[src/rtl/seq_divider.sv]
// Multi-cycle restoring divider: one trial subtraction per clock, WIDTH iterations.
// Define SEQ_DIVIDER_SIGNED_EN for two's-complement operands (truncating toward zero).
module seq_divider #(
  parameter int unsigned WIDTH = 16
) (
  input  logic             clk,
  input  logic             rst_n,
  input  logic             start,
  input  logic [WIDTH-1:0] dividend,
  input  logic [WIDTH-1:0] divisor,
  output logic             busy,
  output logic             done,
  output logic [WIDTH-1:0] quotient,
  output logic [WIDTH-1:0] remainder,
  output logic             div_by_zero
);

  localparam int unsigned CNT_W = (WIDTH > 1) ? $clog2(WIDTH) : 1;
  localparam logic [CNT_W-1:0] CNT_LOAD = CNT_W'(WIDTH - 1);

  typedef enum logic [1:0] {
    S_IDLE,
    S_RUN,
    S_DONE
  } state_e;

  state_e           state_q, state_d;
  logic [CNT_W-1:0] cnt_q, cnt_d;
  logic [WIDTH-1:0] dvd_q, dvd_d;
  logic [WIDTH-1:0] dvs_q, dvs_d;
  logic [WIDTH-1:0] prem_q, prem_d;
  logic [WIDTH-1:0] quo_q, quo_d;
  logic [WIDTH-1:0] rmd_q, rmd_d;
  logic             busy_q, busy_d;
  logic             done_q, done_d;
  logic             dbz_q, dbz_d;

`ifdef SEQ_DIVIDER_SIGNED_EN
  logic             negq_q, negq_d;
  logic             negr_q, negr_d;
`endif

  logic             accept;
  logic [WIDTH:0]   trial;
  logic [WIDTH:0]   diff;
  logic             qbit;
  logic [WIDTH-1:0] step_rem;
  logic [WIDTH-1:0] step_quo;
  logic [WIDTH-1:0] fin_quo;
  logic [WIDTH-1:0] fin_rem;
  logic [WIDTH-1:0] load_dvd;
  logic [WIDTH-1:0] load_dvs;

  // Datapath: the dividend register doubles as the quotient shift register.
  always_comb begin
    accept   = start && (state_q != S_RUN);
    trial    = {prem_q, dvd_q[WIDTH-1]};
    diff     = trial - {1'b0, dvs_q};
    qbit     = ~diff[WIDTH];
    step_rem = qbit ? diff[WIDTH-1:0] : trial[WIDTH-1:0];
    step_quo = {dvd_q[WIDTH-2:0], qbit};
`ifdef SEQ_DIVIDER_SIGNED_EN
    fin_quo  = negq_q ? (-step_quo) : step_quo;
    fin_rem  = negr_q ? (-step_rem) : step_rem;
    load_dvd = dividend[WIDTH-1] ? (-dividend) : dividend;
    load_dvs = divisor[WIDTH-1]  ? (-divisor)  : divisor;
`else
    fin_quo  = step_quo;
    fin_rem  = step_rem;
    load_dvd = dividend;
    load_dvs = divisor;
`endif
  end

  always_comb begin
    state_d = state_q;
    cnt_d   = cnt_q;
    dvd_d   = dvd_q;
    dvs_d   = dvs_q;
    prem_d  = prem_q;
    quo_d   = quo_q;
    rmd_d   = rmd_q;
    busy_d  = busy_q;
    done_d  = 1'b0;
    dbz_d   = dbz_q;
`ifdef SEQ_DIVIDER_SIGNED_EN
    negq_d  = negq_q;
    negr_d  = negr_q;
`endif

    case (state_q)
      S_RUN: begin
        prem_d = step_rem;
        dvd_d  = step_quo;
        if (cnt_q == '0) begin
          state_d = S_DONE;
          busy_d  = 1'b0;
          done_d  = 1'b1;
          quo_d   = fin_quo;
          rmd_d   = fin_rem;
          dbz_d   = 1'b0;
        end else begin
          cnt_d = cnt_q - 1'b1;
        end
      end
      default: begin
        state_d = S_IDLE;
        busy_d  = 1'b0;
        if (accept) begin
          dvd_d  = load_dvd;
          dvs_d  = load_dvs;
          prem_d = '0;
          cnt_d  = CNT_LOAD;
`ifdef SEQ_DIVIDER_SIGNED_EN
          negq_d = dividend[WIDTH-1] ^ divisor[WIDTH-1];
          negr_d = dividend[WIDTH-1];
`endif
          if (divisor != '0) begin
            state_d = S_RUN;
            busy_d  = 1'b1;
          end else begin
            // Zero divisor completes immediately with the raw dividend as remainder.
            state_d = S_DONE;
            done_d  = 1'b1;
            quo_d   = '1;
            rmd_d   = dividend;
            dbz_d   = 1'b1;
          end
        end
      end
    endcase
  end

  always_ff @(posedge clk or negedge rst_n) begin
    if (!rst_n) begin
      state_q <= S_IDLE;
      cnt_q   <= '0;
      dvd_q   <= '0;
      dvs_q   <= '0;
      prem_q  <= '0;
      quo_q   <= '0;
      rmd_q   <= '0;
      busy_q  <= 1'b0;
      done_q  <= 1'b0;
      dbz_q   <= 1'b0;
`ifdef SEQ_DIVIDER_SIGNED_EN
      negq_q  <= 1'b0;
      negr_q  <= 1'b0;
`endif
    end else begin
      state_q <= state_d;
      cnt_q   <= cnt_d;
      dvd_q   <= dvd_d;
      dvs_q   <= dvs_d;
      prem_q  <= prem_d;
      quo_q   <= quo_d;
      rmd_q   <= rmd_d;
      busy_q  <= busy_d;
      done_q  <= done_d;
      dbz_q   <= dbz_d;
`ifdef SEQ_DIVIDER_SIGNED_EN
      negq_q  <= negq_d;
      negr_q  <= negr_d;
`endif
    end
  end

  assign busy        = busy_q;
  assign done        = done_q;
  assign quotient    = quo_q;
  assign remainder   = rmd_q;
  assign div_by_zero = dbz_q;

endmodule

[config.mk]
export PLATFORM = sky130hd
export DESIGN_NAME = seq_divider
export DESIGN_NICKNAME = d
export VERILOG_FILES = /design/src/rtl/seq_divider.sv
export SDC_FILE = /design/constraint.sdc
export NUM_CORES = 1
export LEC_CHECK = 0
export CAP_MARGIN = 20
export CORE_MARGIN = 2
export CORE_UTILIZATION = 55
export CTS_CLUSTER_SIZE = 8
export DETAILED_ROUTE_END_ITERATION = 10
export PLACE_DENSITY = 0.79
export SYNTH_ARGS = -nofsm -noshare
export SYNTH_HDL_FRONTEND = slang
export SYNTH_SLANG_ARGS = --single-unit
[constraint.sdc]
create_clock -name clk -period 4.9 [get_ports clk]
set_clock_uncertainty 0.2 [all_clocks]
set_input_delay 0.98 -clock clk [delete_from_list [all_inputs] [get_ports clk]]
set_output_delay 0.98 -clock clk [all_outputs]
set_load 0.05 [all_outputs]
# Yosys cells after proc, flatten, opt, wreduce, memory -nomap -nowiden
# Index checks and enable logic that the tools add are counted.
# W data, S select, Z words.
# totals
ff_bits	89
input_bits	35
# op_classes
n_addsub	2
n_eq_ne	5
n_mux	31
n_bitwise	2
reduce_logical	7
# op_table
operator	n
$mux W16	13
$sub A17 B16 Y17	1
$reduce_bool A16 Y1	1
$mux W4	3
$mux W1	11
$mux W2	4
$logic_not A4 Y1	1
$ne A2 B1 Y1 const B	2
$ne A2 B2 Y1 const B	2
$reduce_and A2 Y1	2
$sub A4 B1 Y4 const B	1
$reduce_and A3 Y1	1
$eq A2 B1 Y1 const B	1
$not A1 Y1	2
$reduce_bool A2 Y1	1
$logic_and A1 B1 Y1	1

# Logic depth before layout (Yosys ltp)
# Gate-level depths: netlist (run 1).
# logic_depth
ltp_word	4
ltp_mapped	11

# Worst setup path after synthesis (run 1)
# No wires, ideal clock.
# synth_timing
path_type	input -> register
from	input divisor[15]
to	register quo_q[14], in the netlist quotient[14]
arrival_ps	2642
path_slack_ps	1932
path_stages	8
cell_sequence	or4_1 -> nor2_1 -> nand3_1 -> a21o_1 -> or2_1 -> buf_6 -> buf_6 -> a221o_1
# synth_between
elab_chain_len	3
# synth_rtl
element	line	rtl
from (decl)	10	input logic [WIDTH-1:0] divisor,
$reduce_bool A16 Y1	118	if (divisor != '0) begin
$ne A2 B1 Y1 (no source line)	-	
$reduce_and A3 Y1 (no source line)	-	
to (signal assigned)	156	quo_q <= quo_d;
to (decl)	32	logic [WIDTH-1:0] quo_q, quo_d;
# No other way between the ends.
# A chain may end at the register's enable or synchronous reset.

# Worst setup path after layout (run 1)
# layout_timing
from	input divisor[2]
to	register rmd_q[15], in the netlist remainder[15]
# layout_between
elab_chain_len	3
# layout_rtl
element	line	rtl
$reduce_bool A16 Y1	118	
$ne A2 B1 Y1 (no source line)	-	
$reduce_and A3 Y1 (no source line)	-	
to (signal assigned)	157	rmd_q <= rmd_d;
to (decl)	33	logic [WIDTH-1:0] rmd_q, rmd_d;
# No other way between the ends.

==> results of run 1 <==
## worst register-to-register path, cell delays in order, from the launching register on
cell	delay [ns]
dfrtp_1	0.37
inv_1	0.07
ha_1	0.23
fa_1	0.41
nand2b_1	0.19
a21oi_1	0.27
o21ai_0	0.26
o211ai_1	0.31
a211oi_2	0.11
buf_4	0.24
or3_1	0.39
a31oi_1	0.19
## worst paths after layout
path / end / slack (ns) / depth (start not counted)
worst max-delay path: remainder[15] / 1.55 / 10
worst min-delay path: cnt_q[0] / 0.28 / 1
worst max register to register: remainder[12] / 1.60 / 11
worst min register to register: cnt_q[0] / 0.28 / 1
max in group asynchronous: dvs_q[13] / 3.50 / 2
min in group asynchronous: quotient[3] / 0.38 / 1
## per-layer routing
layer	up-vias	GRT usage
met4	0	0.0857
li1	1776	-
met1	1833	0.353
met3	20	0.0356
met2	155	0.406
met5	-	0
## flip-flops by register name (all words and copies together) (netlist names)
| signal | flops |
|---|---|
| div_by_zero | 1 |
| state_q | 2 |
| quotient | 16 |
| dvd_q | 16 |
| cnt_q | 4 |
| remainder | 16 |
| done | 1 |
| dvs_q | 16 |
| prem_q | 16 |
## logic make-up after synthesis
family          count (synthesis)
compound gates                133
simple gates                  115
flops                          88
buf+inv                        45
mux                            43
fa+ha+maj                      18
xor+xnor                       13
## layout make-up
type                            instances  area (µm²)
Fill cell                             643        2580
Multi-Input combinational cell        322        2220
Sequential cell                        88        2200
Timing Repair Buffer                   76         776
Tap cell                              105         131
Clock buffer                           10         128
Inverter                               22        83.8
Clock inverter                          6        51.3
## cell usage after synthesis (all sizes together)
master and instances:
dfrtp 88, o21ai 54, nand2 32, a21oi 30, nor2 28, mux2i 25
inv 21, mux2 18, ha 17, clkbuf 16, a32oi 11, nand3b 11
nand2b 9, nand3 8, xnor2 8, a21o 7, buf 7, a221o 6
nor2b 6, o211ai 5, xor2 5, or3 4, a211oi 3, and3 3
nor3 3, nor4 3, or4 3, a311oi 2, a31oi 2, nor3b 2
o21a 2, o22ai 2, o31ai 2, or2 2, a2111o 1, a211o 1
a21boi 1, clkinv 1, fa 1, nand4b 1, o2111ai 1, o221a 1
o22a 1, o32a 1
## stage by stage
stage / setup WS [ns] / instance area [µm²]
floorplan: 1.93 / 4620
global placement: 0.959 / 5360
detailed placement: 0.892 / 5360
CTS: 1.25 / 5540
global route: 1.43 / 5590
finish: 1.55 / 5590
==> out/metrics.yaml, run 1 <==
setup_path:
  critPathRequiredTime_ns: 4.98
  cp.arrival_ns: 3.43
  crit_slowest_cell: "or4_1"
  start_kind: "input port"
  path_max_fanout: 34
  crit_family: "simple AND/OR/NAND/NOR gates"
  crit_buf_inv: 3
  end_kind: "register"
  startpoint: "divisor[2]"
  r2r_start: "dvd_q[15]"
  crit_chain: "clkdlybuf4s50_1, or4_1, nor2_1, nand3_1, a21o_1, or2_1, buf_16, clkinv_2, o221a_1, a21boi_2"
  critPathKind: "in2reg"
  slowest_delay_ns: 0.55
synthesis:
  synth_area_leader_cell: "dfrtp_1"
  synth_area_per_cell_um2: 10.1
  ys_seq_area_frac: 0.477
  ys_warn_count: 0
  ys_types: 50
  synthMuxAreaShare: 0.0981
  syn_inst: 455
  synth_top_family_by_area: "compound AO/OA/AOI/OAI gates"
  synth_seq_cells: 88
  synth_top_area_frac: 0.477
  syn_area_um2: 4620
  yosys.area_share.simple: 0.125
  synthXorXnorAreaFrac: 0.0247
  synth_fa_ha_area_frac: 0.0504
  syn_nets: 508
  synth_compound_area_frac: 0.182
  synth_area_leaders: "dfrtp_1 48%, mux2i_1 5.4%, o21ai_0 4.7%"
grt:
  grt_max_degree: 89
  gr-total-overflow: 0
  antenna_found_initial: 0
  grtUsageTotal: 0.253
  grt_pass1_wl_um: 17700
  grt_pass1_vias: 3546
routing:
  dr_total_vias: 3784
  wl_um: 11000
  drtAntennaViolNets: 0
  drc: 0
  wl_met2_um: 5150
  wl_met3_um: 675
  firstDrtPassIters: 5
  routed.top_layer: "met4"
  drt-met1-wl_um: 4940
  avgViaCountPerCell: 6.02
  wire_per_inst_um: 17.4
  drtIter0Drc: 250
floorplan:
  core_um2: 8180
  die_w_um: 95.6
  rows: 33
  ios: 70
  die_h_um: 95.6
  die_area_um2: 9140
  start_util: 0.565
final_layout:
  nets: 572
  final_common_cell: "dfrtp_1"
  final_core_util: 0.684
  num_antenna_cells: 0
  stdcell_count: 629
  area_growth_pct: 21.1
  drive_above_1_share: 0.0897
  final_cell_mix: "88 x dfrtp_1, 67 x clkdlybuf4s50_1, 43 x o21ai_0"
hold_path:
  hold_path_class: "reg2reg"
  hp-start: "cnt_q[0]"
clock_tree:
  postCtsSetupBuffers: 0
  cts-root-buf: "clkbuf_8"
  cts_sinks: 88
  hold_buffers: 0
  tritoncts.num_buffers: 9
  cts_resized: 0
  cts_tree: "done"
  htree_levels: 3
  clock_latency_ns: 0.36
  cts.clk_slew.worst_paths_ns: 0.09
  clk_path_buf_depth: 2
timing:
  final_max_slew_viol_count: 0
  max_freq_ghz: 0.299
  setup_viol_count_final: 0
  slew-limit-headroom: 0.443
  setup_tns_ns: 0
  hold-worst-slack_ns: 0.280
  worstMarginPinSlew_ns: 0.834
  period_share: 0.683
  rsz0062_at_grt: "false"
  fin_crit_ns: 3.35
  timing_hold_violations_final: 0
outcome:
  status: "finished clean"
place:
  place_inst: 611
  dp_hpwl_um: 8020
  globalplace.congestion: 1.09
  portBuffers: 69
run:
  cap_violations: 0
Power of run 1 is not shown: default switching activity piles up to over one toggle a cycle in this logic, so the estimate is an artifact.
==> run 2: changes to the inputs <==
--- a/config.mk
+++ b/config.mk
@@ -7,10 +7,10 @@
 export LEC_CHECK = 0
 export CAP_MARGIN = 20
 export CORE_MARGIN = 2
-export CORE_UTILIZATION = 55
+export CORE_UTILIZATION = 54
 export CTS_CLUSTER_SIZE = 8
 export DETAILED_ROUTE_END_ITERATION = 10
-export PLACE_DENSITY = 0.79
+export PLACE_DENSITY = 0.78
 export SYNTH_ARGS = -nofsm -noshare
 export SYNTH_HDL_FRONTEND = slang
 export SYNTH_SLANG_ARGS = --single-unit
==> constraint.sdc (replaced) <==
create_clock -name clk -period 3.24 [get_ports clk]
set_clock_uncertainty 0.2 [all_clocks]
set_input_delay 0.648 -clock clk [delete_from_list [all_inputs] [get_ports clk]]
set_output_delay 0.648 -clock clk [all_outputs]
set_load 0.05 [all_outputs]
==> run 2 against run 1 <==
Against the previous run: non-clock buffer count rose by 23; wire length rose by 6.4%; sequential share of layout area fell by 1.3 points.
==> out/metrics.yaml, run 2 (synthesis gave the netlist of run 1 again) <==
floorplan:
  die_w_um: 96.5  # +0.88%
  ios: 70  # unchanged
  core_um2: 8260  # +1.0%
  rows: 33  # unchanged
  start_util: 0.559  # -0.00565
  die_area_um2: 9310  # +1.8%
  die_h_um: 96.5  # +0.88%
place:
  place_inst: 635  # +3.9%
  dp_hpwl_um: 8670  # +8.1%
  place_area_um2: 5560  # +3.7%
  globalplace.congestion: 0.869  # -20%
  portBuffers: 69  # unchanged
timing:
  slew-limit-headroom: 0.543  # +0.100
  period_share: 0.933
  max_freq_ghz: 0.331
  timing_hold_violations_final: 0  # unchanged
  setup_tns_ns: 0  # unchanged
  fin_crit_ns: 3.02
  rsz0062_at_grt: "false"
  setup_viol_count_final: 0  # unchanged
  worstMarginPinSlew_ns: 0.683  # -0.151 ns
  final_max_slew_viol_count: 0  # unchanged
final_layout:
  multi_input_area_um2: 2240  # +0.85%
  regArea_um2: 2200  # unchanged
  num_antenna_cells: 0  # unchanged
  final_common_cell: "dfrtp_1"
  postLayoutCellArea_um2: 5790  # +3.5%
  final_cell_mix: "88 x dfrtp_1, 68 x clkdlybuf4s50_1, 42 x o21ai_0"
  fillCellCount: 642  # -0.16%
  stdcell_count: 652  # +3.7%
  nets: 595  # +4.0%
  area_growth_pct: 25.4
  drive_above_1_share: 0.133  # +0.0438
hold_path:
  hold_path_class: "in2async"
routing:
  wire_per_inst_um: 17.9  # +2.7%
  firstDrtPassIters: 5  # unchanged
  drtAntennaViolNets: 0  # unchanged
  drtIter0Drc: 175  # -30%
  dr_total_vias: 3881  # +2.6%
  wl_um: 11700  # +6.4%
  drc: 0  # unchanged
  avgViaCountPerCell: 5.95  # -1.1%
grt:
  antenna_found_initial: 0  # unchanged
  grt_max_degree: 49  # -45%
  grt_pass1_wl_um: 18900  # +6.7%
  grtUsageTotal: 0.265  # +0.0127
  gr-total-overflow: 0  # unchanged
  grt_pass1_vias: 3768  # +6.3%
setup_path:
  end_kind: "register"
  start_kind: "register"
  reg2reg_to: "remainder[12]"
  r2r_start: "dvd_q[15]"
  crit_slowest_cell: "fa_1"
  cp.arrival_ns: 3.11  # -0.32 ns
  slowest_delay_ns: 0.39  # -0.16 ns
  r2r_slack_ns: 0.22  # -1.38 ns
  rr_worst_depth: 11  # unchanged
  critPathRequiredTime_ns: 3.32  # -1.66 ns
  path_max_fanout: 8  # -76%
  critPathKind: "reg2reg"
  crit_chain: "inv_1, ha_1, fa_1, nand2b_1, a21oi_2, o21ai_0, o211ai_1, a211oi_4, buf_4, or3_1, a31oi_1"
clock_tree:
  htree_levels: 3  # unchanged
  tritoncts.num_buffers: 9  # unchanged
  hold_buffers: 0  # unchanged
  clock_latency_ns: 0.36  # about the same
  cts.clk_slew.worst_paths_ns: 0.10  # about the same
  cts_tree: "done"
  clk_path_buf_depth: 2  # unchanged
  cts-root-buf: "clkbuf_8"
  cts_sinks: 88  # unchanged
run:
  cap_violations: 0  # unchanged
outcome:
  status: "finished clean"
## run 2: cell count changes in the layout (fill, tap and decap cells not counted), sizes merged
cell / change
bufinv: +1
inv: +2
clkbuf: -1
clkinvlp: -1
clkdlybuf4s50: +1
clkinv: -1
buf: +22
## run 2: timing repair
action / 4_1_cts / 5_1_grt
resized for setup: 1 / 4
pin swaps: 1 / 0
setup buffers: 1 / 0
cloned: 0 / 0
setup endpoints to repair: 22 / 17
## run 2: final cells by class
class,count,area share
clock inverters,7,0.0145
clock buffers,9,0.0214
repair buffers,99,0.160
flip-flops and latches,88,0.380
well taps,105,0.0227
inverters,22,0.0145
multi-input cells,322,0.387
## run 2: worst max-delay path: cells and delay by family, from the launching register on
kind	cells	cell delay [ns]
compound gates	5	0.93
flops	1	0.37
fa+ha+maj	2	0.62
simple gates	2	0.57
buf+inv	2	0.25
## run 2: routing by layer
layer | wire [µm] | global-route usage | up-vias
met5 | 0 | 0 | -
met4 | 119 | 0.0610 | 0
met3 | 710 | 0.0357 | 15
met2 | 5630 | 0.446 | 150
met1 | 5220 | 0.368 | 1887
li1 | - | - | 1829
## run 2: how the worst max path moves through the flow
stage               from             to  slack [ns]  cells after the start
2_1_floorplan  dvd_q[15]  remainder[12]        0.46                     11
3_3_place_gp   dvd_q[15]      prem_q[0]      -0.001                     11
3_5_place_dp   dvd_q[15]      prem_q[1]       -0.20                     11
4_1_cts        dvd_q[15]     prem_q[11]        0.11                     11
5_1_grt        dvd_q[15]     prem_q[13]        0.01                     11
6_report       dvd_q[15]  remainder[12]        0.22                     11
## run 2: through the flow
stage | util | hold slack [ns] | worst slack [ns]
global placement | 0.673 | 0.258 | -0.00139
floorplan | - | 0.152 | 0.460
detailed placement | 0.673 | 0.267 | -0.196
CTS | 0.700 | 0.0702 | 0.110
finish | 0.701 | 0.0538 | 0.216
global route | 0.701 | 0.0752 | 0.0112
Power of run 2 is left out for the same reason.
==> run 3: changes to the inputs <==
--- a/config.mk
+++ b/config.mk
@@ -8,9 +8,10 @@
 export CAP_MARGIN = 20
 export CORE_MARGIN = 2
 export CORE_UTILIZATION = 54
-export CTS_CLUSTER_SIZE = 8
+export CTS_CLUSTER_SIZE = 28
 export DETAILED_ROUTE_END_ITERATION = 10
 export PLACE_DENSITY = 0.78
 export SYNTH_ARGS = -nofsm -noshare
 export SYNTH_HDL_FRONTEND = slang
 export SYNTH_SLANG_ARGS = --single-unit
+export TNS_END_PERCENT = 1
==> results of run 3 <==
No change in the layout: final DEF, timing and power equal those of run 2.
Power of run 3 is left out for the same reason.
